===== config.mk =====
export PLATFORM = sky130hd
export DESIGN_NAME = instruction_fetch_unit
export DESIGN_NICKNAME = d
export VERILOG_FILES = /design/src/rtl/instruction_fetch_unit_pkg.sv /design/src/rtl/instruction_fetch_unit_pc.sv /design/src/rtl/instruction_fetch_unit.sv
export SDC_FILE = /design/constraint.sdc
export NUM_CORES = 1
export LEC_CHECK = 0
export CAP_MARGIN = 40
export CORE_ASPECT_RATIO = 0.75
export CORE_MARGIN = 1.5
export CORE_UTILIZATION = 41
export DETAILED_ROUTE_END_ITERATION = 7
export PLACE_DENSITY = 0.76
export SLEW_MARGIN = 5
export SYNTH_ARGS = -nofsm -noshare
export SYNTH_HDL_FRONTEND = slang
export SYNTH_SLANG_ARGS = --single-unit
export TNS_END_PERCENT = 1

===== constraint.sdc =====
create_clock -name clk -period 4.2 [get_ports clk]
set_clock_uncertainty 0.1 [all_clocks]
set_input_delay 1.05 -clock clk [delete_from_list [all_inputs] [get_ports clk]]
set_output_delay 1.05 -clock clk [all_outputs]
set_load 0.02 [all_outputs]

===== src/rtl/instruction_fetch_unit_pkg.sv =====
// Shared fetch-stage constants and the next-PC selector type.
// Default widths and reset/step/halt values used by the fetch unit and its PC block.
package instruction_fetch_unit_pkg;

  localparam int          ADDR_W_DEF     = 32;
  localparam int          DATA_W_DEF     = 32;
  localparam logic [31:0] RESET_PC_DEF   = 32'd0;
  localparam logic [31:0] PC_STEP_DEF    = 32'd4;
  localparam logic [31:0] HALT_WORD_DEF  = 32'd0;
  // ARM reads PC as the instruction address plus two words.
  localparam logic [31:0] PC_READ_OFFSET = 32'd8;

  typedef enum logic [1:0] {
    PC_HOLD   = 2'd0,
    PC_INCR   = 2'd1,
    PC_BRANCH = 2'd2
  } pc_sel_e;

endpackage


===== src/rtl/instruction_fetch_unit_pc.sv =====
// Program counter register with its next-PC mux (hold / increment / word-aligned branch).
// The new PC is visible on pc_o one clock after the select is applied.
module instruction_fetch_unit_pc
  import instruction_fetch_unit_pkg::*;
#(
  parameter int                ADDR_W   = ADDR_W_DEF,
  parameter logic [ADDR_W-1:0] RESET_PC = ADDR_W'(RESET_PC_DEF),
  parameter logic [ADDR_W-1:0] PC_STEP  = ADDR_W'(PC_STEP_DEF)
) (
  input  logic              clk,
  input  logic              rst,
  input  pc_sel_e           sel_i,
  input  logic [ADDR_W-1:0] target_i,
  output logic [ADDR_W-1:0] pc_o
);

  logic [ADDR_W-1:0] pc_q;
  logic [ADDR_W-1:0] pc_d;

  always_comb begin
    pc_d = pc_q;
    unique case (sel_i)
      PC_BRANCH: pc_d = {target_i[ADDR_W-1:2], 2'b00};
      PC_INCR:   pc_d = pc_q + PC_STEP;
      default:   pc_d = pc_q;
    endcase
  end

  always_ff @(posedge clk or posedge rst) begin
    if (rst) begin
      pc_q <= RESET_PC;
    end else begin
      pc_q <= pc_d;
    end
  end

  assign pc_o = pc_q;

endmodule


===== src/rtl/instruction_fetch_unit.sv =====
// Fetch stage: drives the PC onto the instruction memory and captures the word into IF/ID.
// Branch beats stall beats halt; a fetched HALT_WORD freezes fetching until a branch.
module instruction_fetch_unit
  import instruction_fetch_unit_pkg::*;
#(
  parameter int                ADDR_W    = ADDR_W_DEF,
  parameter int                DATA_W    = DATA_W_DEF,
  parameter logic [ADDR_W-1:0] RESET_PC  = ADDR_W'(RESET_PC_DEF),
  parameter logic [ADDR_W-1:0] PC_STEP   = ADDR_W'(PC_STEP_DEF),
  parameter logic [DATA_W-1:0] HALT_WORD = DATA_W'(HALT_WORD_DEF)
) (
  input  logic              clk,
  input  logic              rst,
  output logic [ADDR_W-1:0] imem_addr,
  input  logic [DATA_W-1:0] imem_data,
  input  logic              stall,
  input  logic              branch_taken,
  input  logic [ADDR_W-1:0] branch_target,
  output logic              if_id_valid,
  output logic [DATA_W-1:0] if_id_instr,
  output logic [ADDR_W-1:0] if_id_pc,
  output logic [ADDR_W-1:0] if_id_pc_plus8,
  output logic              halted
);

  localparam logic [ADDR_W-1:0] RD_OFS = ADDR_W'(PC_READ_OFFSET);

  logic [ADDR_W-1:0] pc;
  pc_sel_e           pc_sel;
  logic              capture;
  logic              hit_halt;

  logic              valid_q,  valid_d;
  logic              halted_q, halted_d;
  logic [DATA_W-1:0] instr_q,  instr_d;
  logic [ADDR_W-1:0] ipc_q,    ipc_d;
  logic [ADDR_W-1:0] p8_q,     p8_d;

  instruction_fetch_unit_pc #(
    .ADDR_W   (ADDR_W),
    .RESET_PC (RESET_PC),
    .PC_STEP  (PC_STEP)
  ) u_pc (
    .clk      (clk),
    .rst      (rst),
    .sel_i    (pc_sel),
    .target_i (branch_target),
    .pc_o     (pc)
  );

  assign hit_halt = (imem_data == HALT_WORD);

  always_comb begin
    pc_sel   = PC_HOLD;
    capture  = 1'b0;
    valid_d  = valid_q;
    halted_d = halted_q;
    if (branch_taken) begin
      pc_sel   = PC_BRANCH;
      valid_d  = 1'b0;
      halted_d = 1'b0;
    end else if (stall) begin
      pc_sel = PC_HOLD;
    end else if (halted_q) begin
      valid_d = 1'b0;
    end else if (hit_halt) begin
      // PC stays parked on the halt word so imem_addr points at it.
      halted_d = 1'b1;
      valid_d  = 1'b0;
    end else begin
      pc_sel  = PC_INCR;
      capture = 1'b1;
      valid_d = 1'b1;
    end
  end

  // Bubbles leave the payload untouched; consumers qualify with if_id_valid.
  assign instr_d = capture ? imem_data   : instr_q;
  assign ipc_d   = capture ? pc          : ipc_q;
  assign p8_d    = capture ? pc + RD_OFS : p8_q;

  always_ff @(posedge clk or posedge rst) begin
    if (rst) begin
      valid_q  <= 1'b0;
      halted_q <= 1'b0;
      instr_q  <= '0;
      ipc_q    <= '0;
      p8_q     <= RD_OFS;
    end else begin
      valid_q  <= valid_d;
      halted_q <= halted_d;
      instr_q  <= instr_d;
      ipc_q    <= ipc_d;
      p8_q     <= p8_d;
    end
  end

  assign imem_addr      = pc;
  assign if_id_valid    = valid_q;
  assign if_id_instr    = instr_q;
  assign if_id_pc       = ipc_q;
  assign if_id_pc_plus8 = p8_q;
  assign halted         = halted_q;

endmodule

==> results of run 1 <==
sequential cells by signal, summed over array words and instances, names as in the netlist:
name	flops
if_id_instr	32
if_id_pc	30
u_pc.pc_o	30
if_id_pc_plus8	29
halted	1
if_id_valid	1
synthesized netlist by cell type (all sizes together), types with 2 or more instances:
cell type	number
a22oi	2
and4	3
dfrtp	122
xor2	31
inv	7
o2111ai	4
nor2	22
a211oi	2
a31oi	11
o21ai	59
nand3	13
nand2	248
buf	23
or3	10
ha	2
nor3	6
and2	3
o211ai	10
clkbuf	28
and3	3
xnor2	12
nor4	14
nand4	16
or4	5
a21oi	2
cells by family after synthesis:
family | count (synthesis) | share of synthesized area, %
mux | 1 | 0.173
flops | 123 | 53.2
buf+inv | 58 | 4.65
compound gates | 92 | 9.21
fa+ha+maj | 2 | 0.432
xor+xnor | 43 | 6.51
other cells | 1 | 0.0648
simple gates | 345 | 25.8
critical path, stage by stage:
cell	delay [ps]
sky130_fd_sc_hd__clkdlybuf4s50_1	430
sky130_fd_sc_hd__nor4_1	420
sky130_fd_sc_hd__nand4_1	510
sky130_fd_sc_hd__o211ai_1	590
sky130_fd_sc_hd__buf_12	340
sky130_fd_sc_hd__o21ai_0	150
how the worst max path moves through the flow:
stage          slack, ps           from  depth (start not counted)                             end
3_3_place_gp         370  imem_data[22]                          7   if_id_pc_plus8[3]$_DFFE_PP1P_
5_1_grt              610  imem_data[13]                          7       u_pc.pc_o[30]$_DFFE_PP0P_
3_5_place_dp         480  imem_data[26]                          6   if_id_pc_plus8[6]$_DFFE_PP0P_
6_report             830  imem_data[30]                          6  if_id_pc_plus8[25]$_DFFE_PP0P_
4_1_cts              870   imem_data[6]                          6  if_id_pc_plus8[26]$_DFFE_PP0P_
2_1_floorplan       1540            rst                          1              halted$_DFFE_PP0P_
area by class of cell:
class	count	area [sq um]
Clock inverter	14	171
Multi-Input combinational cell	489	2470
Tap cell	175	219
Inverter	7	30.0
Timing Repair Buffer	201	2030
Clock buffer	18	429
Sequential cell	123	3080
Fill cell	1205	5320
power by group through the flow:
stage,sequential (mW),clock [mW],combinational (mW)
2_1_floorplan,1.72,0,0.289
3_3_place_gp,1.54,0,0.996
3_5_place_dp,1.54,0,1.01
4_1_cts,1.53,1.52,1.02
5_1_grt,1.55,1.57,1.09
6_report,1.53,1.50,1.00
stage by stage:
step | utilization [%] | setup slack (ps)
finish | 61.3 | 829
global route | 61.3 | 611
CTS | 61.3 | 866
detailed placement | 56.9 | 481
global placement | 56.8 | 367
floorplan | - | 1540
routing by layer:
| layer | global-route usage [%] | share of wire [%] |
|---|---|---|
| met4 | 7.29 | 1.5 |
| met5 | 0 | 0 |
| met1 | 33.1 | 45 |
| met2 | 36.2 | 44 |
| met3 | 8.60 | 9.4 |
==> metrics.txt, run 1 <==
# TYPE chip_impl_metric gauge
chip_impl_info{name="hold_path_end",value="if_id_instr[21]$_DFFE_PP0P_"} 1
chip_impl_metric{name="worst_setup_hold_path_clk_slew",unit="ps"} 60
chip_impl_metric{name="whs",unit="ps"} 374
chip_impl_metric{name="post_synth.cell_area_avg",unit="sq um"} 8.71
chip_impl_metric{name="ys_seq_area_share",unit="%"} 53.2
chip_impl_metric{name="postSynthRegisterBits",unit=""} 123
chip_impl_metric{name="ir_worst_vdd",unit="V"} 0.000261
chip_impl_metric{name="synth_edf_count",unit=""} 0
chip_impl_info{name="critical_path_class",value="input pin to flop"} 1
chip_impl_metric{name="critical_path.max_fanout",unit=""} 78
chip_impl_metric{name="clkLatencyLatePin",unit="ps"} 410
chip_impl_metric{name="port-buffer-count",unit=""} 189
chip_impl_metric{name="die_y",unit="um"} 106
chip_impl_info{name="layout.cells.most_common",value="sky130_fd_sc_hd__nand2_1"} 1
chip_impl_metric{name="postRouteWirelength",unit="um"} 16900
chip_impl_metric{name="detailed_place.area",unit="sq mm"} 0.00783
chip_impl_metric{name="postCtsSetupRepairBufs",unit=""} 0
chip_impl_info{name="cts_tree",value="done"} 1
chip_impl_metric{name="first_global_vias",unit=""} 5351
chip_impl_metric{name="r2r_slack",unit="ps"} 1610
chip_impl_metric{name="power_per_cell_area",unit="mW/mm^2"} 478
chip_impl_metric{name="via_density",unit=""} 5.19
chip_impl_metric{name="seqPwrFrac",unit="%"} 37.9
chip_impl_metric{name="internal-power",unit="mW"} 2.78
chip_impl_metric{name="pin_count",unit=""} 198
chip_impl_metric{name="vias",unit=""} 5333
chip_impl_metric{name="worst-endpoint-required",unit="ps"} 4380
chip_impl_metric{name="yosysTopAreaCellShare",unit="%"} 52.7
chip_impl_metric{name="clockPowerShare",unit="%"} 37.2
chip_impl_info{name="setup_repair_after_global_routing_missed_its_margin",value="false"} 1
chip_impl_metric{name="switching_share",unit="%"} 31.2
chip_impl_metric{name="grtUsageTotal",unit="%"} 24.2
chip_impl_metric{name="initial_utilization",unit="%"} 42.1
chip_impl_info{name="worst_hold_startpoint",value="if_id_instr[21]$_DFFE_PP0P_"} 1
chip_impl_info{name="leading_cell_types_in_the_layout_fill_and_taps_excluded",value="247 x sky130_fd_sc_hd__nand2_1, 189 x sky130_fd_sc_hd__clkdlybuf4s50_1, 122 x sky130_fd_sc_hd__dfrtp_1"} 1
chip_impl_metric{name="grt-ovfl-total",unit=""} 0
chip_impl_metric{name="postCtsHoldBufs",unit=""} 0
chip_impl_metric{name="antenna_cells_inserted",unit=""} 0
chip_impl_metric{name="drt_iter0_markers",unit=""} 343
chip_impl_metric{name="worst_slew_margin_rel",unit="%"} 51.3
chip_impl_info{name="endpoint_kind",value="flop"} 1
chip_impl_metric{name="cts-root-to-sink-buffers",unit=""} 2
chip_impl_metric{name="finalMaxSlewViolations",unit=""} 0
chip_impl_metric{name="post-layout-total-power",unit="mW"} 4.03
chip_impl_metric{name="area_delta_synth_final",unit="%"} 45.6
chip_impl_metric{name="min_delay_path_depth",unit=""} 2
chip_impl_metric{name="setup_total_neg_slack",unit="ps"} 0
chip_impl_metric{name="h-tree-depth",unit=""} 4
chip_impl_metric{name="final-setup-viol-count",unit=""} 0
chip_impl_info{name="timing.rr.end",value="u_pc.pc_o[27]$_DFFE_PP0P_"} 1
chip_impl_metric{name="max_slew.worst_pin.slew",unit="ps"} 724
chip_impl_info{name="hold_class",value="flop to flop"} 1
chip_impl_metric{name="p_sw",unit="mW"} 1.26
chip_impl_metric{name="clock.fmax",unit="GHz"} 0.297
chip_impl_info{name="netlist_top_cells_area",value="sky130_fd_sc_hd__dfrtp_1 53%, sky130_fd_sc_hd__nand2_1 16%, sky130_fd_sc_hd__o21ai_0 4.9%, sky130_fd_sc_hd__xor2_1 4.7%, sky130_fd_sc_hd__clkbuf_1 1.8%"} 1
chip_impl_metric{name="place.detailed.instances",unit=""} 995
chip_impl_info{name="startpoint_type",value="input pin"} 1
chip_impl_metric{name="hold_viol",unit=""} 0
chip_impl_metric{name="worstRegToRegCells",unit=""} 6
chip_impl_metric{name="floorplan.die.width",unit="um"} 140
chip_impl_metric{name="share_of_layout_cells_above_drive_strength_1",unit="%"} 5.87
chip_impl_info{name="top_flip_flop_cell_by_instance_count_after_synthesis",value="sky130_fd_sc_hd__dfrtp_1"} 1
chip_impl_metric{name="maximum_number_of_pins_on_one_net_before_global_route_repair",unit=""} 124
chip_impl_metric{name="nNetsFinal",unit=""} 909
chip_impl_metric{name="fin_area",unit="sq mm"} 0.00843
chip_impl_metric{name="cts_num_sinks",unit=""} 123
chip_impl_metric{name="routabilityCongestion",unit=""} 0.853
chip_impl_metric{name="yosysWarnings",unit=""} 0
chip_impl_metric{name="power_frac_comb",unit="%"} 24.9
chip_impl_metric{name="postSynthCellCount",unit=""} 665
chip_impl_info{name="clock_tree.root_cell",value="sky130_fd_sc_hd__clkbuf_16"} 1
chip_impl_metric{name="leakage",unit="nW"} 3.64
chip_impl_metric{name="layout.cells.non_filler",unit=""} 1027
chip_impl_metric{name="cts_buffers",unit=""} 17
chip_impl_metric{name="die_area",unit="sq mm"} 0.0148
chip_impl_metric{name="dp_hpwl",unit="um"} 12000
chip_impl_metric{name="ctsResizeCount",unit=""} 0
chip_impl_metric{name="ant_nets",unit=""} 0
chip_impl_metric{name="antenna_found_initial",unit=""} 0
chip_impl_info{name="status",value="finished, final reports clean"} 1
chip_impl_metric{name="critPathArrivalTime",unit="ps"} 3550
chip_impl_info{name="synth.largest_area_cell",value="sky130_fd_sc_hd__dfrtp_1"} 1
chip_impl_metric{name="core_area",unit="sq mm"} 0.0137
chip_impl_metric{name="avgRoutedWirePerCell",unit="um"} 16.5
chip_impl_metric{name="fin_crit",unit="ps"} 3370
chip_impl_metric{name="drt_drc_violations_left",unit=""} 0
chip_impl_metric{name="asyncSetResetFlopFracSynth",unit="%"} 100
chip_impl_info{name="critical_path.reg2reg.startpoint",value="u_pc.pc_o[3]$_DFFE_PP0P_"} 1
chip_impl_metric{name="yosys.cell_types.count",unit=""} 37
chip_impl_metric{name="cap_viol_max_count",unit=""} 0
chip_impl_metric{name="drt_pre_antenna_iters",unit=""} 5
chip_impl_metric{name="post_synth_instance_area",unit="sq mm"} 0.00579
chip_impl_metric{name="num_rows",unit=""} 37
chip_impl_metric{name="final_min_period_over_clock_period",unit="%"} 80.3
chip_impl_metric{name="grt_first_pass_wirelength",unit="um"} 28000
No activity file was read; power rests on OpenSTA's default activity.
==> run 2, diff against run 1 <==
==> constraint.sdc (replaced) <==
create_clock -name clk -period 2.9 [get_ports clk]
set_clock_uncertainty 0.1 [all_clocks]
set_input_delay 0.725 -clock clk [delete_from_list [all_inputs] [get_ports clk]]
set_output_delay 0.725 -clock clk [all_outputs]
set_load 0.02 [all_outputs]
==> run 2 against run 1 <==
Against the previous run: worst hold slack worse by 3.1 ps; core utilization up 1.4 points; clock-buffer cell count down 1; global-route usage down 0.34 points; routed wire length up 0.89%; combinational power up 48%; critical path depth up 3; worst setup slack worse by 560 ps; highest routed layer unchanged.
==> metrics.txt, run 2 (synthesized netlist as in run 1, its figures left out) <==
# TYPE chip_impl_metric gauge
chip_impl_metric{name="drt_pre_antenna_iters",unit=""} 4
chip_impl_metric{name="ant_nets",unit=""} 0
chip_impl_metric{name="power_per_cell_area",unit="mW/mm^2"} 686
chip_impl_metric{name="cts_buffers",unit=""} 17
chip_impl_metric{name="fillerInstances",unit=""} 1182
chip_impl_metric{name="antenna_found_initial",unit=""} 0
chip_impl_metric{name="worst-path-stages",unit=""} 9
chip_impl_metric{name="grtUsageTotal",unit="%"} 23.9
chip_impl_metric{name="clock.fmax",unit="GHz"} 0.380
chip_impl_info{name="status",value="finished, final reports clean"} 1
chip_impl_metric{name="routabilityCongestion",unit=""} 0.877
chip_impl_info{name="critical_path.reg2reg.startpoint",value="u_pc.pc_o[3]$_DFFE_PP0P_"} 1
chip_impl_info{name="hold_class",value="flop to flop"} 1
chip_impl_info{name="setup_repair_after_global_routing_missed_its_margin",value="false"} 1
chip_impl_metric{name="post-route-worst-setup-slack",unit="ps"} 267
chip_impl_metric{name="drt_iter0_markers",unit=""} 359
chip_impl_info{name="timing.critical_path.max_delay_family",value="buffers and inverters"} 1
chip_impl_metric{name="maximum_number_of_pins_on_one_net_before_global_route_repair",unit=""} 124
chip_impl_metric{name="core_area",unit="sq mm"} 0.0137
chip_impl_info{name="worst_hold_startpoint",value="if_id_instr[19]$_DFFE_PP0P_"} 1
chip_impl_metric{name="worst_setup_hold_path_clk_slew",unit="ps"} 60
chip_impl_metric{name="place_worst_setup_slack",unit="ps"} -156
chip_impl_info{name="startpoint_type",value="input pin"} 1
chip_impl_metric{name="nNetsFinal",unit=""} 930
chip_impl_metric{name="drt_drc_violations_left",unit=""} 0
chip_impl_metric{name="share_of_layout_cells_above_drive_strength_1",unit="%"} 8.14
chip_impl_metric{name="area_delta_synth_final",unit="%"} 49.0
chip_impl_metric{name="critPathArrivalTime",unit="ps"} 2810
chip_impl_info{name="clock_tree.root_cell",value="sky130_fd_sc_hd__clkbuf_16"} 1
chip_impl_metric{name="antenna_cells_inserted",unit=""} 0
chip_impl_metric{name="fin_crit",unit="ps"} 2630
chip_impl_metric{name="pin_count",unit=""} 198
chip_impl_metric{name="cap_viol_max_count",unit=""} 0
chip_impl_metric{name="min_delay_path_depth",unit=""} 2
chip_impl_metric{name="dp_hpwl",unit="um"} 12200
chip_impl_metric{name="h-tree-depth",unit=""} 4
chip_impl_metric{name="grt_first_pass_wirelength",unit="um"} 27300
chip_impl_metric{name="critical_path.max_fanout",unit=""} 36
chip_impl_metric{name="postCtsSetupRepairBufs",unit=""} 0
chip_impl_metric{name="vias",unit=""} 5345
chip_impl_metric{name="worst_slew_margin_rel",unit="%"} 50.5
chip_impl_metric{name="finalMaxSlewViolations",unit=""} 0
chip_impl_metric{name="final_min_period_over_clock_period",unit="%"} 90.8
chip_impl_metric{name="num_rows",unit=""} 37
chip_impl_metric{name="max_slew.worst_pin.slew",unit="ps"} 736
chip_impl_metric{name="wp_buf_inv",unit=""} 5
chip_impl_metric{name="ir_worst_vdd",unit="V"} 0.000362
chip_impl_metric{name="grt-ovfl-total",unit=""} 0
chip_impl_metric{name="initial_utilization",unit="%"} 42.1
chip_impl_info{name="endpoint_kind",value="flop"} 1
chip_impl_metric{name="cts_num_sinks",unit=""} 123
chip_impl_metric{name="cts-root-to-sink-buffers",unit=""} 2
chip_impl_metric{name="floorplan.die.width",unit="um"} 140
chip_impl_metric{name="slowest_delay",unit="ps"} 430
chip_impl_metric{name="die_y",unit="um"} 106
chip_impl_metric{name="via_density",unit=""} 5.11
chip_impl_metric{name="final-setup-viol-count",unit=""} 0
chip_impl_info{name="critical_path_class",value="input pin to flop"} 1
chip_impl_metric{name="hold_viol",unit=""} 0
chip_impl_info{name="most_frequent_cp_cell",value="sky130_fd_sc_hd__buf_4"} 1
chip_impl_metric{name="leakage",unit="nW"} 3.75
chip_impl_metric{name="whs",unit="ps"} 371
chip_impl_metric{name="clkLatencyLatePin",unit="ps"} 410
chip_impl_metric{name="postRouteWirelength",unit="um"} 17100
chip_impl_metric{name="post-layout-total-power",unit="mW"} 5.92
chip_impl_metric{name="worst-endpoint-required",unit="ps"} 3070
chip_impl_metric{name="postCtsHoldBufs",unit=""} 0
chip_impl_metric{name="final_core_util",unit="%"} 62.7
chip_impl_info{name="critical_path.cell_chain",value="clkdlybuf4s50_1 -> nor4_1 -> buf_4 -> nand4_1 -> buf_4 -> o211ai_1 -> buf_4 -> buf_12 -> o21ai_0"} 1
chip_impl_metric{name="avgRoutedWirePerCell",unit="um"} 16.3
chip_impl_metric{name="die_area",unit="sq mm"} 0.0148
chip_impl_metric{name="largest_reg_flops",unit=""} 32
chip_impl_info{name="leading_cell_types_in_the_layout_fill_and_taps_excluded",value="247 x sky130_fd_sc_hd__nand2_1, 189 x sky130_fd_sc_hd__clkdlybuf4s50_1, 122 x sky130_fd_sc_hd__dfrtp_1"} 1
chip_impl_info{name="crit_path_start",value="imem_data[6]"} 1
chip_impl_info{name="layout.cells.most_common",value="sky130_fd_sc_hd__nand2_1"} 1
chip_impl_info{name="worst_path_max_delay_cell",value="sky130_fd_sc_hd__clkdlybuf4s50_1"} 1
chip_impl_metric{name="first_global_vias",unit=""} 5110
chip_impl_metric{name="ctsResizeCount",unit=""} 0
chip_impl_metric{name="worstRegToRegCells",unit=""} 6
chip_impl_metric{name="port-buffer-count",unit=""} 189
chip_impl_info{name="cts_tree",value="done"} 1
-- run 2: path summary, 6_finish.rpt --
check / slack (ps) / to
worst min-delay path: 370 / if_id_instr[19]$_DFFE_PP0P_
worst max-delay path: 270 / if_id_pc_plus8[10]$_DFFE_PP0P_
worst max register to register: 530 / u_pc.pc_o[27]$_DFFE_PP0P_
max in group asynchronous: 1430 / if_id_pc[11]$_DFFE_PP0P_
worst min register to register: 370 / if_id_instr[19]$_DFFE_PP0P_
min in group asynchronous: 730 / if_id_pc[13]$_DFFE_PP0P_
-- run 2: tightest hold or removal path, delay by kind of cell (launching register included) --
kind | cells | cell delay (ps)
flops | 1 | 330
simple gates | 2 | 100
-- run 2: where the power goes --
part | leakage (nW) | total [mW] | switching [mW] | internal, mW
sequential | 1.51 | 2.21 | 0.226 | 1.98
combinational | 1.95 | 1.48 | 0.781 | 0.704
clock | 0.296 | 2.23 | 0.791 | 1.44
-- run 2: metrics by stage --
| step | instance area [sq um] | TNS [ps] | std cells |
|---|---|---|---|
| finish | 8620 | 0 | 1047 |
| global route | 8620 | 0 | 1047 |
| CTS | 8620 | 0 | 1047 |
| detailed placement | 8000 | -6170 | 1016 |
| global placement | 8000 | -4340 | 1016 |
| floorplan | 5810 | 0 | 670 |
-- run 2: area by class of cell --
class / instances / area (sq um) / area share, %
sequential: 123 / 3080 / 35.7
multi-input combinational: 489 / 2470 / 28.7
timing repair buffer: 222 / 2200 / 25.5
clock buffer: 17 / 425 / 4.93
tap: 175 / 219 / 2.54
clock inverter: 14 / 196 / 2.28
inverter: 7 / 30.0 / 0.348
-- run 2: metal layers --
metal	wire length, um	GRT usage [%]
met1	7810	32.8
met4	121	5.34
met3	1540	8.33
met5	0	0
met2	7620	36.5
==> run 3, diff against run 2 <==
--- a/config.mk
+++ b/config.mk
@@ -8,11 +8,12 @@
 export CAP_MARGIN = 40
 export CORE_ASPECT_RATIO = 0.75
 export CORE_MARGIN = 1.5
-export CORE_UTILIZATION = 41
+export CORE_UTILIZATION = 47
 export DETAILED_ROUTE_END_ITERATION = 7
-export PLACE_DENSITY = 0.76
+export PLACE_DENSITY = 0.81
 export SLEW_MARGIN = 5
 export SYNTH_ARGS = -nofsm -noshare
 export SYNTH_HDL_FRONTEND = slang
+export SYNTH_HIERARCHICAL = 1
 export SYNTH_SLANG_ARGS = --single-unit
 export TNS_END_PERCENT = 1
==> constraint.sdc (replaced) <==
create_clock -name clk -period 2.6 [get_ports clk]
set_clock_uncertainty 0.1 [all_clocks]
set_input_delay 0.65 -clock clk [delete_from_list [all_inputs] [get_ports clk]]
set_output_delay 0.65 -clock clk [all_outputs]
set_load 0.02 [all_outputs]
==> run 3 against run 2 <==
Against the previous run: the run now ends with setup timing left; sequential power rose by 22%; combinational power rose by 64%; core utilization rose by 9.3 points; synthesized cell count fell by 14%; routed wire length rose by 14%; worst setup slack got worse by 480 ps; cell area rose by 7.5%; clock power rose by 17%; largest power group is now sequential cells.
==> metrics.txt, run 3 <==
# TYPE chip_impl_metric gauge
chip_impl_info{name="status",value="finished, violations left"} 1
chip_impl_info{name="failed_checks",value="setup timing"} 1
chip_impl_info{name="worst_path_max_delay_cell",value="sky130_fd_sc_hd__clkdlybuf4s50_1"} 1
chip_impl_metric{name="fin_crit",unit="ps"} 2810
chip_impl_metric{name="hold_viol",unit=""} 0
chip_impl_info{name="endpoint_kind",value="flop"} 1
chip_impl_info{name="synth.largest_area_cell",value="sky130_fd_sc_hd__dfrtp_1"} 1
chip_impl_info{name="critical_path.reg2reg.startpoint",value="u_pc/pc_o[7]$_DFFE_PP0P_"} 1
chip_impl_info{name="leading_cell_types_in_the_layout_fill_and_taps_excluded",value="163 x sky130_fd_sc_hd__clkdlybuf4s50_1, 124 x sky130_fd_sc_hd__dfrtp_1, 56 x sky130_fd_sc_hd__nand2_1"} 1
chip_impl_metric{name="cap_viol_max_count",unit=""} 0
chip_impl_metric{name="post_synth_instance_area",unit="sq mm"} 0.00617
chip_impl_info{name="hold_path_end",value="if_id_pc_plus8[3]$_DFFE_PP1P_"} 1
chip_impl_metric{name="post_synth.cell_area_avg",unit="sq um"} 10.8
chip_impl_metric{name="critical_path.max_fanout",unit=""} 5
chip_impl_metric{name="postSynthCellCount",unit=""} 572
chip_impl_metric{name="final_min_period_over_clock_period",unit="%"} 108
chip_impl_metric{name="setup_total_neg_slack",unit="ps"} -2630
chip_impl_metric{name="num_rows",unit=""} 36
chip_impl_metric{name="core_area",unit="sq mm"} 0.0129
chip_impl_metric{name="detailed_place.area",unit="sq mm"} 0.00846
chip_impl_metric{name="avgRoutedWirePerCell",unit="um"} 19.8
chip_impl_info{name="critical_path_class",value="input pin to flop"} 1
chip_impl_metric{name="clockPowerShare",unit="%"} 33.7
chip_impl_metric{name="wp_buf_inv",unit=""} 3
chip_impl_info{name="netlist_top_cells_area",value="sky130_fd_sc_hd__dfrtp_1 50%, sky130_fd_sc_hd__mux2_2 9.1%, sky130_fd_sc_hd__nand2_1 3.5%, sky130_fd_sc_hd__xor2_1 2.8%, sky130_fd_sc_hd__nand3_1 2.4%"} 1
chip_impl_metric{name="cts-root-to-sink-buffers",unit=""} 2
chip_impl_info{name="cts_tree",value="done"} 1
chip_impl_metric{name="final-setup-viol-count",unit=""} 62
chip_impl_metric{name="r2r_slack",unit="ps"} 240
chip_impl_metric{name="internal-power",unit="mW"} 5.25
chip_impl_metric{name="drt_pre_antenna_iters",unit=""} 6
chip_impl_metric{name="ir_worst_vdd",unit="V"} 0.000519
chip_impl_metric{name="seqPwrFrac",unit="%"} 34.9
chip_impl_info{name="synthMostInstantiatedCell",value="sky130_fd_sc_hd__dfrtp_1"} 1
chip_impl_metric{name="share_of_layout_cells_above_drive_strength_1",unit="%"} 19.7
chip_impl_info{name="layout.cells.most_common",value="sky130_fd_sc_hd__clkdlybuf4s50_1"} 1
chip_impl_metric{name="max_slew.worst_pin.slew",unit="ps"} 535
chip_impl_metric{name="post-route-worst-setup-slack",unit="ps"} -213
chip_impl_metric{name="grt-ovfl-total",unit=""} 0
chip_impl_metric{name="worst-endpoint-required",unit="ps"} 2800
chip_impl_metric{name="worst_setup_hold_path_clk_slew",unit="ps"} 60
chip_impl_metric{name="p_sw",unit="mW"} 2.48
chip_impl_info{name="synth_commonest_cells",value="124 x sky130_fd_sc_hd__dfrtp_1, 57 x sky130_fd_sc_hd__nand2_1, 50 x sky130_fd_sc_hd__mux2_2"} 1
chip_impl_metric{name="finalMaxSlewViolations",unit=""} 0
chip_impl_metric{name="worst_slew_margin_rel",unit="%"} 64.3
chip_impl_metric{name="grtUsageTotal",unit="%"} 28.0
chip_impl_metric{name="clock.fmax",unit="GHz"} 0.355
chip_impl_metric{name="fillerInstances",unit=""} 905
chip_impl_metric{name="critPathArrivalTime",unit="ps"} 3010
chip_impl_metric{name="fin_area",unit="sq mm"} 0.00927
chip_impl_metric{name="grt_first_pass_wirelength",unit="um"} 29400
chip_impl_metric{name="initial_utilization",unit="%"} 47.9
chip_impl_metric{name="antenna_cells_inserted",unit=""} 0
chip_impl_metric{name="maximum_number_of_pins_on_one_net_before_global_route_repair",unit=""} 81
chip_impl_metric{name="area_delta_synth_final",unit="%"} 50.4
chip_impl_info{name="critical_path.cell_chain",value="clkdlybuf4s50_1 -> nor4_2 -> nand4_1 -> o21ai_4 -> inv_2 -> ha_4 -> buf_4 -> a22o_1 -> or3_1"} 1
chip_impl_metric{name="min_delay_path_depth",unit=""} 2
chip_impl_metric{name="ant_nets",unit=""} 0
chip_impl_metric{name="switching_share",unit="%"} 32.1
chip_impl_metric{name="cts_num_sinks",unit=""} 125
chip_impl_info{name="worst_hold_startpoint",value="if_id_pc_plus8[3]$_DFFE_PP1P_"} 1
chip_impl_metric{name="power_per_cell_area",unit="mW/mm^2"} 834
chip_impl_metric{name="leakage",unit="nW"} 3.95
chip_impl_metric{name="first_global_vias",unit=""} 5548
chip_impl_metric{name="h-tree-depth",unit=""} 4
chip_impl_metric{name="via_density",unit=""} 5.78
chip_impl_metric{name="place_worst_setup_slack",unit="ps"} -782
chip_impl_metric{name="worstRegToRegCells",unit=""} 5
chip_impl_info{name="top_flip_flop_cell_by_instance_count_after_synthesis",value="sky130_fd_sc_hd__dfrtp_1"} 1
chip_impl_metric{name="power_frac_comb",unit="%"} 31.3
chip_impl_metric{name="slowest_delay",unit="ps"} 490
chip_impl_metric{name="clkLatencyLatePin",unit="ps"} 430
chip_impl_metric{name="postSynthRegisterBits",unit=""} 125
chip_impl_metric{name="floorplan.die.width",unit="um"} 135
chip_impl_metric{name="synth_edf_count",unit=""} 0
chip_impl_metric{name="yosysWarnings",unit=""} 6
chip_impl_metric{name="pin_count",unit=""} 198
chip_impl_info{name="hold_class",value="flop to flop"} 1
chip_impl_metric{name="routabilityCongestion",unit=""} 0.952
chip_impl_metric{name="die_area",unit="sq mm"} 0.0138
chip_impl_metric{name="cts_buffers",unit=""} 17
chip_impl_metric{name="postCtsHoldBufs",unit=""} 0
chip_impl_metric{name="post-layout-total-power",unit="mW"} 7.73
chip_impl_info{name="timing.rr.end",value="u_pc/pc_o[25]$_DFFE_PP0P_"} 1
chip_impl_metric{name="nNetsFinal",unit=""} 869
chip_impl_metric{name="drt_iter0_markers",unit=""} 575
chip_impl_metric{name="asyncSetResetFlopFracSynth",unit="%"} 100
chip_impl_info{name="clock_tree.root_cell",value="sky130_fd_sc_hd__clkbuf_16"} 1
chip_impl_metric{name="ys_seq_area_share",unit="%"} 50.7
chip_impl_metric{name="yosys.cell_types.count",unit=""} 59
chip_impl_info{name="timing.critical_path.max_delay_family",value="simple AND/OR/NAND/NOR gates"} 1
chip_impl_info{name="startpoint_type",value="input pin"} 1
chip_impl_metric{name="drt_drc_violations_left",unit=""} 0
chip_impl_metric{name="dp_hpwl",unit="um"} 13300
chip_impl_metric{name="antenna_found_initial",unit=""} 0
chip_impl_metric{name="postRouteWirelength",unit="um"} 19400
chip_impl_metric{name="port-buffer-count",unit=""} 193
chip_impl_metric{name="vias",unit=""} 5680
chip_impl_metric{name="die_y",unit="um"} 102
chip_impl_metric{name="yosysTopAreaCellShare",unit="%"} 50.3
## run 3: worst max path at each step
stage,slack [ps],depth (start not counted),to,from
2_1_floorplan,-570,11,u_pc/pc_o[25]$_DFFE_PP0P_,imem_data[26]
3_3_place_gp,-720,11,u_pc/pc_o[30]$_DFFE_PP0P_,imem_data[26]
3_5_place_dp,-780,11,u_pc/pc_o[30]$_DFFE_PP0P_,imem_data[26]
4_1_cts,-20,9,u_pc/pc_o[25]$_DFFE_PP0P_,imem_data[0]
5_1_grt,-240,9,u_pc/pc_o[25]$_DFFE_PP0P_,imem_data[0]
6_report,-210,9,u_pc/pc_o[25]$_DFFE_PP0P_,imem_data[0]
## run 3: tightest hold or removal path: stages, from the launching register on
cell and delay, ps:
sky130_fd_sc_hd__dfstp_2 370, sky130_fd_sc_hd__nand2_1 50, sky130_fd_sc_hd__o21ai_1 50
## run 3: metrics by stage
step / util [%] / hold slack (ps) / std cells
final: 72.0 / 371 / 982
after floorplan: - / 395 / 573
after global routing: 72.0 / 390 / 982
after detailed placement: 65.7 / 369 / 948
after CTS: 71.3 / 377 / 981
after global placement: 65.7 / 355 / 948
## run 3: cell type report
type / count / area (sq um) / area share (%)
Tap cell: 171 / 214 / 2.31
Clock buffer: 21 / 460 / 4.96
Clock inverter: 11 / 189 / 2.04
Inverter: 13 / 52.6 / 0.567
Multi-Input combinational cell: 401 / 2880 / 31.0
Timing Repair Buffer: 240 / 2350 / 25.4
Sequential cell: 125 / 3130 / 33.7
## run 3: cells by family after synthesis
| kind of cell | share of synthesized area [%] |
|---|---|
| xor gates and xnor gates | 3.83 |
| and+or+nand+nor | 16.9 |
| adders and majority gates | 0.609 |
| DFF | 50.7 |
| muxes | 12.1 |
| buffers and inverters | 4.61 |
| other | 0.0608 |
| AOI/OAI and AO/OA | 11.2 |
## run 3: what timing repair did
action	CTS	global route
buffers inserted	1	1
resized for setup	32	28
gates cloned	0	0
pin swaps	13	14
hold endpoints to repair	0	0
endpoints found under the setup margin	91	68
## run 3: power groups by stage
stage          sequential (mW)  clock [mW]  combinational (mW)
2_1_floorplan             3.14           0               0.690
3_5_place_dp              2.72           0                2.37
4_1_cts                   2.69        2.64                2.40
3_3_place_gp              2.69           0                2.33
5_1_grt                   2.75        2.73                2.56
6_report                  2.70        2.61                2.42
## run 3: metal layers
metal / global-route usage (%) / part of all wire (%) / vias to the layer above
met5: 0 / 0 / -
met4: 9.35 / 2.4 / 0
met3: 7.09 / 8.4 / 54
met2: 44.6 / 47 / 320
met1: 37.7 / 42 / 2770
li1: - / - / 2536
